## src/rtl/serial_subtractor_pkg.sv

```systemverilog
// Shared definitions for the bit-serial subtractor: FSM encoding and counter sizing.
package serial_subtractor_pkg;

  typedef enum logic [1:0] {
    S_IDLE = 2'd0,
    S_RUN  = 2'd1,
    S_DONE = 2'd2
  } state_t;

  // Bit counter width: $clog2(width), never narrower than one bit.
  function automatic int unsigned cnt_width(input int unsigned w);
    return (w < 2) ? 1 : $clog2(w);
  endfunction

endpackage

```

## src/rtl/serial_subtractor_full_subtractor.sv

```systemverilog
// One-bit full-subtractor cell: d = x - y - bi, bo = borrow out.
module full_subtractor (
  input  logic x,
  input  logic y,
  input  logic bi,
  output logic d,
  output logic bo
);

  // Difference and borrow of a single bit position.
  always_comb begin
    d  = x ^ y ^ bi;
    bo = (~x & y) | (~(x ^ y) & bi);
  end

endmodule

```

## src/rtl/serial_subtractor.sv

```systemverilog
// Bit-serial WIDTH-bit subtractor, LSB first, with start/busy/done handshake.
module serial_subtractor
  import serial_subtractor_pkg::*;
#(
  parameter int unsigned WIDTH = 4
) (
  input  logic             clk,
  input  logic             rst_n,
  input  logic             start,
  input  logic [WIDTH-1:0] a,
  input  logic [WIDTH-1:0] b,
  input  logic             bin,
  output logic [WIDTH-1:0] d,
  output logic             bout,
  output logic             busy,
  output logic             done
);

  localparam int unsigned CW = cnt_width(WIDTH);

  state_t           state;
  logic [WIDTH-1:0] sa;
  logic [WIDTH-1:0] sb;
  logic             br;
  logic [CW-1:0]    cnt;
  logic             di;
  logic             bo_next;

  // The single borrow cell, time-multiplexed across all bit positions.
  full_subtractor u_fs (
    .x  (sa[0]),
    .y  (sb[0]),
    .bi (br),
    .d  (di),
    .bo (bo_next)
  );

  // FSM, operand shift registers, borrow flop, counter and registered outputs.
  always_ff @(posedge clk or negedge rst_n) begin
    if (!rst_n) begin
      state <= S_IDLE;
      sa    <= '0;
      sb    <= '0;
      br    <= 1'b0;
      cnt   <= '0;
      d     <= '0;
      bout  <= 1'b0;
      busy  <= 1'b0;
      done  <= 1'b0;
    end else begin
      case (state)
        S_IDLE: begin
          if (start) begin
            sa    <= a;
            sb    <= b;
            br    <= bin;
            cnt   <= '0;
            d     <= '0;
            bout  <= 1'b0;
            busy  <= 1'b1;
            state <= S_RUN;
          end
        end
        S_RUN: begin
          // Difference bits enter at the MSB so bit 0 lands in place after WIDTH shifts.
          d   <= {di, d[WIDTH-1:1]};
          sa  <= sa >> 1;
          sb  <= sb >> 1;
          br  <= bo_next;
          cnt <= cnt + CW'(1);
          if (cnt == CW'(WIDTH - 1)) begin
            bout  <= bo_next;
            busy  <= 1'b0;
            done  <= 1'b1;
            state <= S_DONE;
          end
        end
        S_DONE: begin
          done  <= 1'b0;
          state <= S_IDLE;
        end
        default: begin
          busy  <= 1'b0;
          done  <= 1'b0;
          state <= S_IDLE;
        end
      endcase
    end
  end

endmodule

```

## config.mk

```make
export PLATFORM = sky130hd
export DESIGN_NAME = serial_subtractor
export DESIGN_NICKNAME = d
export VERILOG_FILES = /design/src/rtl/serial_subtractor_pkg.sv /design/src/rtl/serial_subtractor_full_subtractor.sv /design/src/rtl/serial_subtractor.sv
export SDC_FILE = /design/constraint.sdc
export NUM_CORES = 1
export LEC_CHECK = 0
export BUFFER_PORTS_ARGS = -buffer_cell sky130_fd_sc_hd__buf_4
export CAP_MARGIN = 20
export CORE_MARGIN = 2
export CORE_UTILIZATION = 55
export CTS_BUF_LIST = sky130_fd_sc_hd__clkbuf_8
export DETAILED_ROUTE_END_ITERATION = 10
export PLACE_DENSITY_LB_ADDON = 0.3
export SLEW_MARGIN = 25
export SYNTH_ARGS = -nofsm -noshare
export SYNTH_HDL_FRONTEND = slang
export SYNTH_SLANG_ARGS = --single-unit
```

## constraint.sdc

```tcl
create_clock -name clk -period 1.4 [get_ports clk]
set_input_delay 0.35 -clock clk [delete_from_list [all_inputs] [get_ports clk]]
set_output_delay 0.35 -clock clk [all_outputs]
set_load 0.02 [all_outputs]
```

# Word level (Yosys, flattened, before mapping)
# Cells that the tools add are included.
# word_totals
output_inout_bits,7
wordCells,52
register_bits,20
# op_classes
n_reduce_logical,7
n_eq_ne,5
n_bitwise,9
n_mux,21
add_sub_neg,1
# ops
operator,n
$pmux 4 s2,3
$mux 4,3
$pmux 2 s2,2
$mux 1,6
$mux 2,3
$pmux 1 s2,3
$reduce_and 2->1,3
$reduce_and 3->1,2
$eq 2x2->1 const B,2
$ne 2x2->1 const B,2
$not 1->1,4
$pmux 1 s3,1
$add 2x1->2 const B,1
$and 1x1->1,2
$eq 2x1->1 const B,1
$logic_not 2->1,1
$reduce_bool 2->1,1
$xor 1x1->1,2
$or 1x1->1,1

# Logic depth before layout (Yosys ltp)
# Gate-level depths: netlist of run 1.
# depth
depth_word,6
ltp_mapped,4
depth_no_buf,4

# By module
# From an unflattened synthesis of run 1, not the netlist that was laid out.
# unflattened
cells_unflattened,86
area_unflattened_um2,905.9
# by_module_without_submodules
mod,area_per_inst_um2,cells_each,seq_area_each_um2,n_inst
serial_subtractor,874.6,82,500.5,1
full_subtractor,31.3,4,0.0,1

# Least setup slack after synthesis of run 1
# Ideal clock, no wire load.
# synth_path
kind,register to register
startpoint,register br
endpoint,register bout
required_ns,1.310
arrival_time_ns,1.083
stages_incl_launch_ff,5
path_slack_ns,0.227
path_buffers,0
setup_ns,0.090
path_cell_list,dfrtp_1 -> inv_1 -> fa_1 -> nand2b_1 -> o221ai_1
# synth_between
elab_chain_len,4
# synth_lines
item,line,source
"start, declared",serial_subtractor.sv:24,logic br;
"start signal, assigned",serial_subtractor.sv:56,br <= bin;
"start signal, assigned",serial_subtractor.sv:69,br <= bo_next;
$and 1x1->1,serial_subtractor_full_subtractor.sv:13,bo = (~x & y) | (~(x ^ y) & bi);
$or 1x1->1,serial_subtractor_full_subtractor.sv:13,
$mux 1,serial_subtractor.sv:71,if (cnt == CW'(WIDTH - 1)) begin
$pmux 1 s2,serial_subtractor.sv:51,case (state)
"end signal, assigned",serial_subtractor.sv:72,bout <= bo_next;
"end, declared",serial_subtractor.sv:14,"output logic bout,"
# Every way passes these cells. The select of a mux whose other input is x is not followed.
# A chain may end at the register's enable or synchronous reset.

# Worst setup path after layout of run 1
# layout_path
startpoint,register sb[0]
endpoint,register bout
# layout_between
elab_chain_len,6
elab_cells_between_ends,7
# layout_lines
item,line,source
"start, declared",serial_subtractor.sv:23,logic [WIDTH-1:0] sb;
"start signal, assigned",serial_subtractor.sv:68,sb <= sb >> 1;
$xor 1x1->1,serial_subtractor_full_subtractor.sv:13,
$not 1->1,serial_subtractor_full_subtractor.sv:13,
$and 1x1->1,serial_subtractor_full_subtractor.sv:13,
$or 1x1->1 (*),serial_subtractor_full_subtractor.sv:13,
$mux 1 (*),serial_subtractor.sv:71,
$pmux 1 s2 (*),serial_subtractor.sv:51,
# Every way passes the cells marked *; elsewhere a longest branch is shown, timed or not. The select of a mux whose other input is x is not followed.

==> reports/results.ini, run 1 <==
[status]
status=finished, final reports clean

[global_routing]
grt_usage_pct=22.39
grt_pass1_vias=728
antenna_found_initial=0
grt_max_degree=21
grt.overflow.total=0
grt_pass1_wl_um=3167

[clocking]
cts_tree=built
post_cts_resized=0
htreeDepth=1
clockRootBuffer=clkbuf_8
cts.reportedPaths.clkPinSlew_ns=0.07
holdBufCountCts=1
clock_latency_ns=0.26
clock-sinks=20
cts.path.max_buffers=2
cts_setup_buffers=0
numCtsBuffers=3

[synthesis]
yosys_register_bits=20
synth_nets=99
avgSynthCellArea_um2=10.70
synthCells=85
yosys_warnings=0
yosysUniqueCellTypes=23
synth.area.top_cells=dfrtp_1, o22ai_1, a22o_1, a21oi_1, o21ai_1
syn-cell-area_um2=909.6
seq_area_frac_synth_pct=55.02
synth_top_area_share_pct=55.02
yosys.area.top_type=dfrtp_1

[sta]
setup_violations=0
finalClockSkew_ns=0.001670
tightest_slew_ns=0.3709
setup_tns_ns=0
rsz0062_at_grt=false
hold_viol=0
post-route-period-util_pct=91.03
relSlewSlack_pct=75.27
max_freq_mhz=784.7
post-route-min-period_ns=1.274
holdWs_ns=0.3246
report.final.slew_viol_count=0

[floorplan]
io_pins=19
start_util_pct=59.69
die_y_um=44.67
num_rows=14
dieArea_um2=1995
die_x_um=44.67
core_um2=1524

[drt]
drt-total-wl_um=1869
drt-initial-drc-count=7
vias=737
route.detailed.drc=0
dr.pass1.iters=4
detail_route.wl_per_cell_um=15.45
ant_nets=0
vias_per_cell=6.091

[layout]
final_nets=120
area_delta_synth_final_pct=22.15
diodes=0
fillCellCount=116
mostFrequentLayoutCells=dfrtp_1, buf_4, o22ai_1, a21oi_1, nand2_1
drive_gt1_share_pct=27.62

[critical_path]
critPathRequiredTime_ns=1.58
critPathArrivalTime_ns=1.45
worstPathMaxFanout=3
critPathKind=flip-flop to flip-flop
cp-end-kind=flip-flop
cp-start-kind=flip-flop

[hold_path]
hp-class=primary input to flip-flop

[placed_design]
dp_hpwl_um=1329
place_congestion=0.7397
port-buffer-count=18

[power]
power.density_nw_per_um2=2335
leakage_nw=0.5240
ir_drop_v=0.001638

[run]
drv_cap=0

-- cell type report --
cell class / instances / area, um2 / share of cell area (%)
clock buffer: 4 / 55.05 / 4.955
inverter: 5 / 18.77 / 1.689
multi-input combinational: 55 / 356.6 / 32.09
tap: 16 / 20.02 / 1.802
timing repair buffer: 21 / 160.2 / 14.41
sequential: 20 / 500.5 / 45.04
-- critical path, cell delays in order, from the launching register on --
cell	delay, ns
dfrtp_1	0.39
inv_1	0.07
fa_1	0.42
nand2b_1	0.17
o221ai_1	0.14
-- synth_stat cells --
master,count
buf_4,1
inv_2,2
o21ai_1,6
nand2b_1,4
o221ai_1,1
a22o_1,5
buf_6,1
nor2b_1,1
a221oi_2,1
o31ai_1,1
o22ai_1,12
ha_1,1
nand2_1,7
nor2_1,3
o21bai_2,1
and3_1,1
or3_1,1
a21oi_1,8
dfrtp_1,20
inv_1,3
buf_2,3
fa_1,1
nor2_4,1
-- flip-flops by register name, indices dropped and copies added (netlist names) --
signal / flops
bout: 1
br: 1
busy: 1
cnt: 2
d: 4
done: 1
sa: 4
sb: 4
state: 2
-- per-stage QoR --
step	util [%]	setup WS, ns	cell area (um2)	cells	power [mW]
6_report	72.91	0.1256	1111	121	2.594
5_1_grt	72.91	0.04628	1111	121	2.778
4_1_cts	72.91	0.1214	1111	121	2.603
3_5_place_dp	68.64	0.1393	1046	116	2.158
3_3_place_gp	68.64	0.2022	1046	116	2.099
2_1_floorplan	-	0.2269	909.6	85	1.838
-- final timing paths --
check,start,to,slack [ns],depth (start not counted)
setup / recovery,sb[0],bout,0.13,4
hold / removal,b[3],sb[3],0.32,3
setup reg to reg,sb[0],bout,0.13,4
hold reg to reg,busy,busy,0.50,2
max in group asynchronous,rst_n,d[3],0.70,2
min in group asynchronous,rst_n,cnt[1],0.50,2
-- layer usage --
metal | global-route usage, % | vias to the layer above | wire (um)
met4 | 13.33 | 0 | 39
met3 | 2.857 | 5 | 86
li1 | - | 346 | -
met1 | 27.22 | 365 | 782
met5 | 0 | - | 0
met2 | 37.68 | 21 | 961
-- power breakdown --
part	switching (mW)	total, mW	internal, mW
logic	0.598	1.10	0.499
registers	0.225	1.06	0.834
clock network	0.188	0.438	0.251
-- logic make-up after synthesis --
| logic type | count (synthesis) | share of synthesized area, % |
|---|---|---|
| AND/OR/NAND/NOR | 18 | 10.18 |
| AO/OA/AOI/OAI | 35 | 25.45 |
| adder cells (fa/ha/maj) | 2 | 3.576 |
| buffers and inverters | 10 | 5.777 |
| flip-flops | 20 | 55.02 |
Power figures use the tool's default switching activity.
==> inputs of run 2 (changes only) <==
SYNTH_HIERARCHICAL = 1   (was unset)
==> reports/results.ini, run 2 <==
[status]
status=finished, final reports clean

[synthesis]
synth_edf_count=0  ; unchanged
synthCells=86  ; +1.2%
synthXorXnorAreaFrac_pct=0  ; unchanged
synth_top_area_share_pct=55.25  ; +0.23 points
yosys_register_bits=20  ; unchanged
synth_top_family_by_area=compound AO/OA/AOI/OAI gates
ys_async_sr_fraction_pct=100.0  ; unchanged
synth_compound_area_share_pct=24.86  ; -0.59 points
synthFlopType=dfrtp_1
synth_mux_area_share_pct=0  ; unchanged
syn-cell-area_um2=905.9  ; -0.41%
synth_adder_area_share_pct=3.591  ; +0.015 points
yosys_warnings=6  ; +6
yosysUniqueCellTypes=22  ; -4.3%
yosysMostFrequentCell=dfrtp_1
synthTopCellsByCount=dfrtp_1, o22ai_1, a21oi_1, nand2_1
yosys.area.top_type=dfrtp_1
synth_simple_gate_area_share_pct=9.392  ; -0.79 points
avgSynthCellArea_um2=10.53  ; -1.6%
seq_area_frac_synth_pct=55.25  ; +0.23 points
synth.area.top_cells=dfrtp_1, o22ai_1, a21oi_1, a22o_1, nand2_1
synth_nets=100  ; +1.0%

[sta]
hold_viol=0  ; unchanged
max_freq_mhz=812.3  ; +3.5%
tightest_slew_ns=0.3236  ; -0.04727 ns
setup_tns_ns=0  ; unchanged
relSlewSlack_pct=78.41  ; +3.1 points
finalClockSkew_ns=0.001737  ; +0.00006648 ns
post-route-min-period_ns=1.231  ; -0.04331 ns
holdWs_ns=0.3246  ; +0.00001100 ns
worst_slack_ns=0.1689  ; +0.04331 ns
rsz0062_at_grt=false
post-route-period-util_pct=87.94  ; -3.1 points
report.final.slew_viol_count=0  ; unchanged
setup_violations=0  ; unchanged

[critical_path]
worstPathMaxFanout=3  ; unchanged
worst_path_max_delay_cell=fa_1
critPathRequiredTime_ns=1.55  ; -0.03 ns
cp-end-kind=flip-flop
cp_num_buf_inv=1  ; unchanged
max_stage_delay_ns=0.47  ; +0.05 ns
startpoint=sb[0]
critPathArrivalTime_ns=1.38  ; -0.07 ns
critPathKind=flip-flop to flip-flop
reg2reg_from=sb[0]
cp-start-kind=flip-flop
cp_top_family=adder cells
worstPathCellList=inv_1, fa_1, a22o_1

[drt]
detail_route.wl_per_cell_um=15.15  ; -1.9%
dr.pass1.iters=4  ; unchanged
ant_nets=0  ; unchanged
route.detailed.drc=0  ; unchanged
drt-initial-drc-count=2  ; -5
vias_per_cell=5.867  ; -3.7%
drt-total-wl_um=1818  ; -2.7%
vias=704  ; -4.5%

[global_routing]
grt_pass1_vias=719  ; -1.2%
grt_pass1_wl_um=3180  ; +0.41%
grt_max_degree=21  ; unchanged
grt_usage_pct=22.77  ; +0.37 points
grt.overflow.total=0  ; unchanged
antenna_found_initial=0  ; unchanged

[power]
ir_drop_v=0.001396  ; -15%
power.density_nw_per_um2=2360  ; +1.1%
leakage_nw=0.5104  ; -2.6%
power.total_mw=2.563  ; -1.2%

[floorplan]
start_util_pct=59.44  ; -0.25 points
core_um2=1524  ; unchanged
dieArea_um2=1988  ; -0.36%
io_pins=19  ; unchanged
die_y_um=44.59  ; -0.18%
num_rows=14  ; unchanged
die_x_um=44.59  ; -0.18%

[layout]
diodes=0  ; unchanged
final_nets=119  ; -0.83%
final_common_cell=dfrtp_1
final_core_util_pct=71.26  ; -1.6 points
mostFrequentLayoutCells=dfrtp_1, buf_4, o22ai_1, a21oi_1, nand2_1
area_delta_synth_final_pct=19.89
fin_cells=120  ; -0.83%
top_regs=d x4, sa x4, sb x4
final_area_um2=1086  ; -2.3%
drive_gt1_share_pct=23.08  ; -4.5 points

[hold_path]
hp-class=primary input to flip-flop
min_from=b[3]

[clocking]
clock_latency_ns=0.26  ; about the same
cts.path.max_buffers=2  ; unchanged
numCtsBuffers=3  ; unchanged
htreeDepth=1  ; unchanged
clockRootBuffer=clkbuf_8
cts_tree=built
clock-sinks=20  ; unchanged
cts.reportedPaths.clkPinSlew_ns=0.07  ; about the same
cts_setup_buffers=0  ; unchanged

[placed_design]
dp.cells=115  ; -0.86%
port-buffer-count=18  ; unchanged
place_congestion=0.7941  ; +7.4%
dp_hpwl_um=1239  ; -6.8%
pre_cts_ws_ns=0.1744  ; +0.03507 ns
placed_area_um2=1021  ; -2.4%

[run]
drv_cap=0  ; unchanged

-- run 2: cell types whose count changed in the layout (fill, tap and decap cells not counted), moves of 2 or more --
cell,before,now
o21ai_1,6,2
buf_4,20,18
o21ai_0,0,4
o22ai_1,12,14
inv_2,2,0
inv_1,3,5
-- run 2: path summary, 6_finish.rpt --
| path | endpoint | slack, ns | cells past startpoint |
|---|---|---|---|
| min | sb[3] | 0.32 | 3 |
| max | d[3] | 0.17 | 3 |
| min reg2reg | done | 0.51 | 2 |
| min in group asynchronous | sb[1] | 0.50 | 2 |
| max in group asynchronous | d[2] | 0.70 | 2 |
| max reg2reg | d[3] | 0.17 | 3 |
-- run 2: logic make-up (layout without fill, tap and decap cells) --
group,after synthesis,in the layout
AO/OA/AOI/OAI,36,36
flip-flops,20,20
adder cells (fa/ha/maj),2,2
buffers and inverters,11,29
AND/OR/NAND/NOR,17,17
-- run 2: tightest hold or removal path: stages --
cell and delay (ns):
buf_4 0.11, nand2_1 0.04, o21ai_1 0.05
-- run 2: metal layers --
| layer | part of all wire [%] | track usage [%] | vias up |
|---|---|---|---|
| met5 | 0 | 0 | - |
| met4 | 2.9 | 12.73 | 0 |
| met3 | 4.5 | 4.898 | 7 |
| met2 | 43 | 33.91 | 17 |
| met1 | 49 | 30.75 | 337 |
| li1 | - | - | 343 |
-- run 2: timing repair --
item,4_1_cts,5_1_grt
endpoints found under the hold margin,20,0
gates resized for setup,0,0
hold buffers,1,0
endpoints found under the setup margin,0,0
-- run 2: where the power goes --
group          switching, mW  internal, mW
Sequential             0.228         0.840
Combinational          0.568         0.483
Clock                  0.194         0.250
-- run 2: layout make-up --
cell class                 instances  area (um2)
tap                               16       20.02
inverter                           6       22.52
clock buffer                       4       55.05
sequential                        20       500.5
multi-input combinational         55       342.8
timing repair buffer              19       145.1
fill                             130       437.9
==> inputs of run 3 (changes only) <==
CORE_ASPECT_RATIO = 0.8   (was unset)
HOLD_SLACK_MARGIN = 0.1   (was unset)
==> reports/results.ini, run 3 (same netlist as run 2, synthesis figures left out) <==
[layout]
area_delta_synth_final_pct=20.72
diodes=0  ; unchanged
final_nets=119  ; unchanged
top_regs=d x4, sa x4, sb x4
final_common_cell=dfrtp_1
drive_gt1_share_pct=23.08  ; unchanged
mostFrequentLayoutCells=dfrtp_1, buf_4, o22ai_1, a21oi_1, nand2_1
final_core_util_pct=69.31  ; -2.0 points

[critical_path]
reg2reg_from=sb[0]
r2r_slack_ns=0.16  ; about the same
reg2reg_depth=5  ; +2
worstPathMaxFanout=3  ; unchanged
critPathRequiredTime_ns=1.58  ; +0.03 ns
rr_endpoint=br
critPathArrivalTime_ns=1.42  ; +0.04 ns
cp-start-kind=flip-flop
cp-end-kind=flip-flop
critPathKind=flip-flop to flip-flop

[drt]
ant_nets=0  ; unchanged
route.detailed.drc=0  ; unchanged
vias_per_cell=5.579  ; -4.9%
drt-initial-drc-count=17  ; +15
detail_route.wl_per_cell_um=14.64  ; -3.3%
drt-total-wl_um=1845  ; +1.5%
vias=703  ; -0.14%
dr.pass1.iters=4  ; unchanged

[clocking]
cts_tree=built
cts.path.max_buffers=2  ; unchanged
clock-sinks=20  ; unchanged
cts_setup_buffers=0  ; unchanged
post_cts_resized=0  ; unchanged
clockRootBuffer=clkbuf_8
htreeDepth=1  ; unchanged
cts.reportedPaths.clkPinSlew_ns=0.07  ; about the same
clock_latency_ns=0.26  ; about the same
numCtsBuffers=3  ; unchanged
holdBufCountCts=1  ; unchanged

[sta]
max_freq_mhz=803.3  ; -1.1%
finalClockSkew_ns=0.005921  ; +0.004184 ns
setup_violations=0  ; unchanged
relSlewSlack_pct=79.14  ; +0.73 points
report.final.slew_viol_count=0  ; unchanged
post-route-min-period_ns=1.245  ; +0.01374 ns
post-route-period-util_pct=88.92  ; +0.98 points
tightest_slew_ns=0.3127  ; -0.01095 ns
setup_tns_ns=0  ; unchanged
rsz0062_at_grt=false
hold_viol=0  ; unchanged

[global_routing]
antenna_found_initial=0  ; unchanged
grt_pass1_wl_um=3174  ; -0.19%
grt_pass1_vias=703  ; -2.2%
grt.overflow.total=0  ; unchanged
grt_max_degree=21  ; unchanged
grt_usage_pct=22.43  ; -0.33 points

[hold_path]
min_from=a[3]
whs_endpoint=sa[3]
hp-class=primary input to flip-flop
hold_depth=3  ; unchanged

[power]
power.density_nw_per_um2=2333  ; -1.1%
leakage_nw=0.5104  ; unchanged
ir_drop_v=0.001552  ; +11%

[floorplan]
die_y_um=40.30  ; -9.6%
start_util_pct=57.41  ; -2.0 points
num_rows=13  ; -1
core_um2=1578  ; +3.5%
io_pins=19  ; unchanged
dieArea_um2=1990  ; +0.10%
die_x_um=49.38  ; +11%

[placed_design]
dp_hpwl_um=1263  ; +1.9%
port-buffer-count=18  ; unchanged
place_congestion=0.7962  ; +0.26%

[run]
drv_cap=0  ; unchanged

[status]
status=finished, final reports clean

-- run 3: cell counts in the layout (fill, tap and decap cells not counted) --
Identical to the previous run, type by type.
-- run 3: how the worst max path moves through the flow --
stage	start	end	slack [ns]	cells after the start
after global routing	state[1]	br	0.04	3
after global placement	sb[0]	d[3]	0.21	3
after floorplan	sb[0]	d[3]	0.23	3
after detailed placement	sb[0]	br	0.19	5
final	sb[0]	br	0.16	5
after CTS	sb[0]	br	0.15	5
-- run 3: layer usage --
metal | GRT usage (%) | share of wire [%] | vias to the layer above
met5 | 0 | 0 | -
met4 | 8.333 | 1.8 | 0
met3 | 5.597 | 3.7 | 4
met2 | 42.57 | 48 | 17
met1 | 25.78 | 46 | 333
li1 | - | - | 349
-- run 3: area by class of cell --
class,count,area [um2]
Sequential cell,20,500.5
Fill cell,129,484.2
Multi-Input combinational cell,55,342.8
Timing Repair Buffer,19,145.1
Clock buffer,4,55.05
Tap cell,22,27.53
Inverter,6,22.52
-- run 3: stage by stage --
step                      worst slack [ns]  hold WS [ns]  instance area (um2)  std cells  power [mW]
after floorplan                     0.2272       0.05441                905.9         86       1.821
after global placement              0.2124        0.2417                 1028        121       2.069
after detailed placement            0.1858        0.2422                 1028        121       2.119
after CTS                           0.1534        0.3290                 1094        126       2.559
after global routing               0.03915        0.3467                 1094        126       2.732
final                               0.1551        0.3402                 1094        126       2.551
-- run 3: worst max-delay path: stages, from the launching register on --
cell,delay [ns]
dfrtp_1,0.38
inv_1,0.07
fa_1,0.41
inv_1,0.08
o22ai_1,0.07
a21oi_1,0.14
-- run 3: power by group --
part | total [mW] | switching (mW) | internal, mW
registers | 1.07 | 0.229 | 0.840
logic | 1.05 | 0.567 | 0.479
clock network | 0.436 | 0.186 | 0.250
total | 2.55 | 0.983 | 1.57
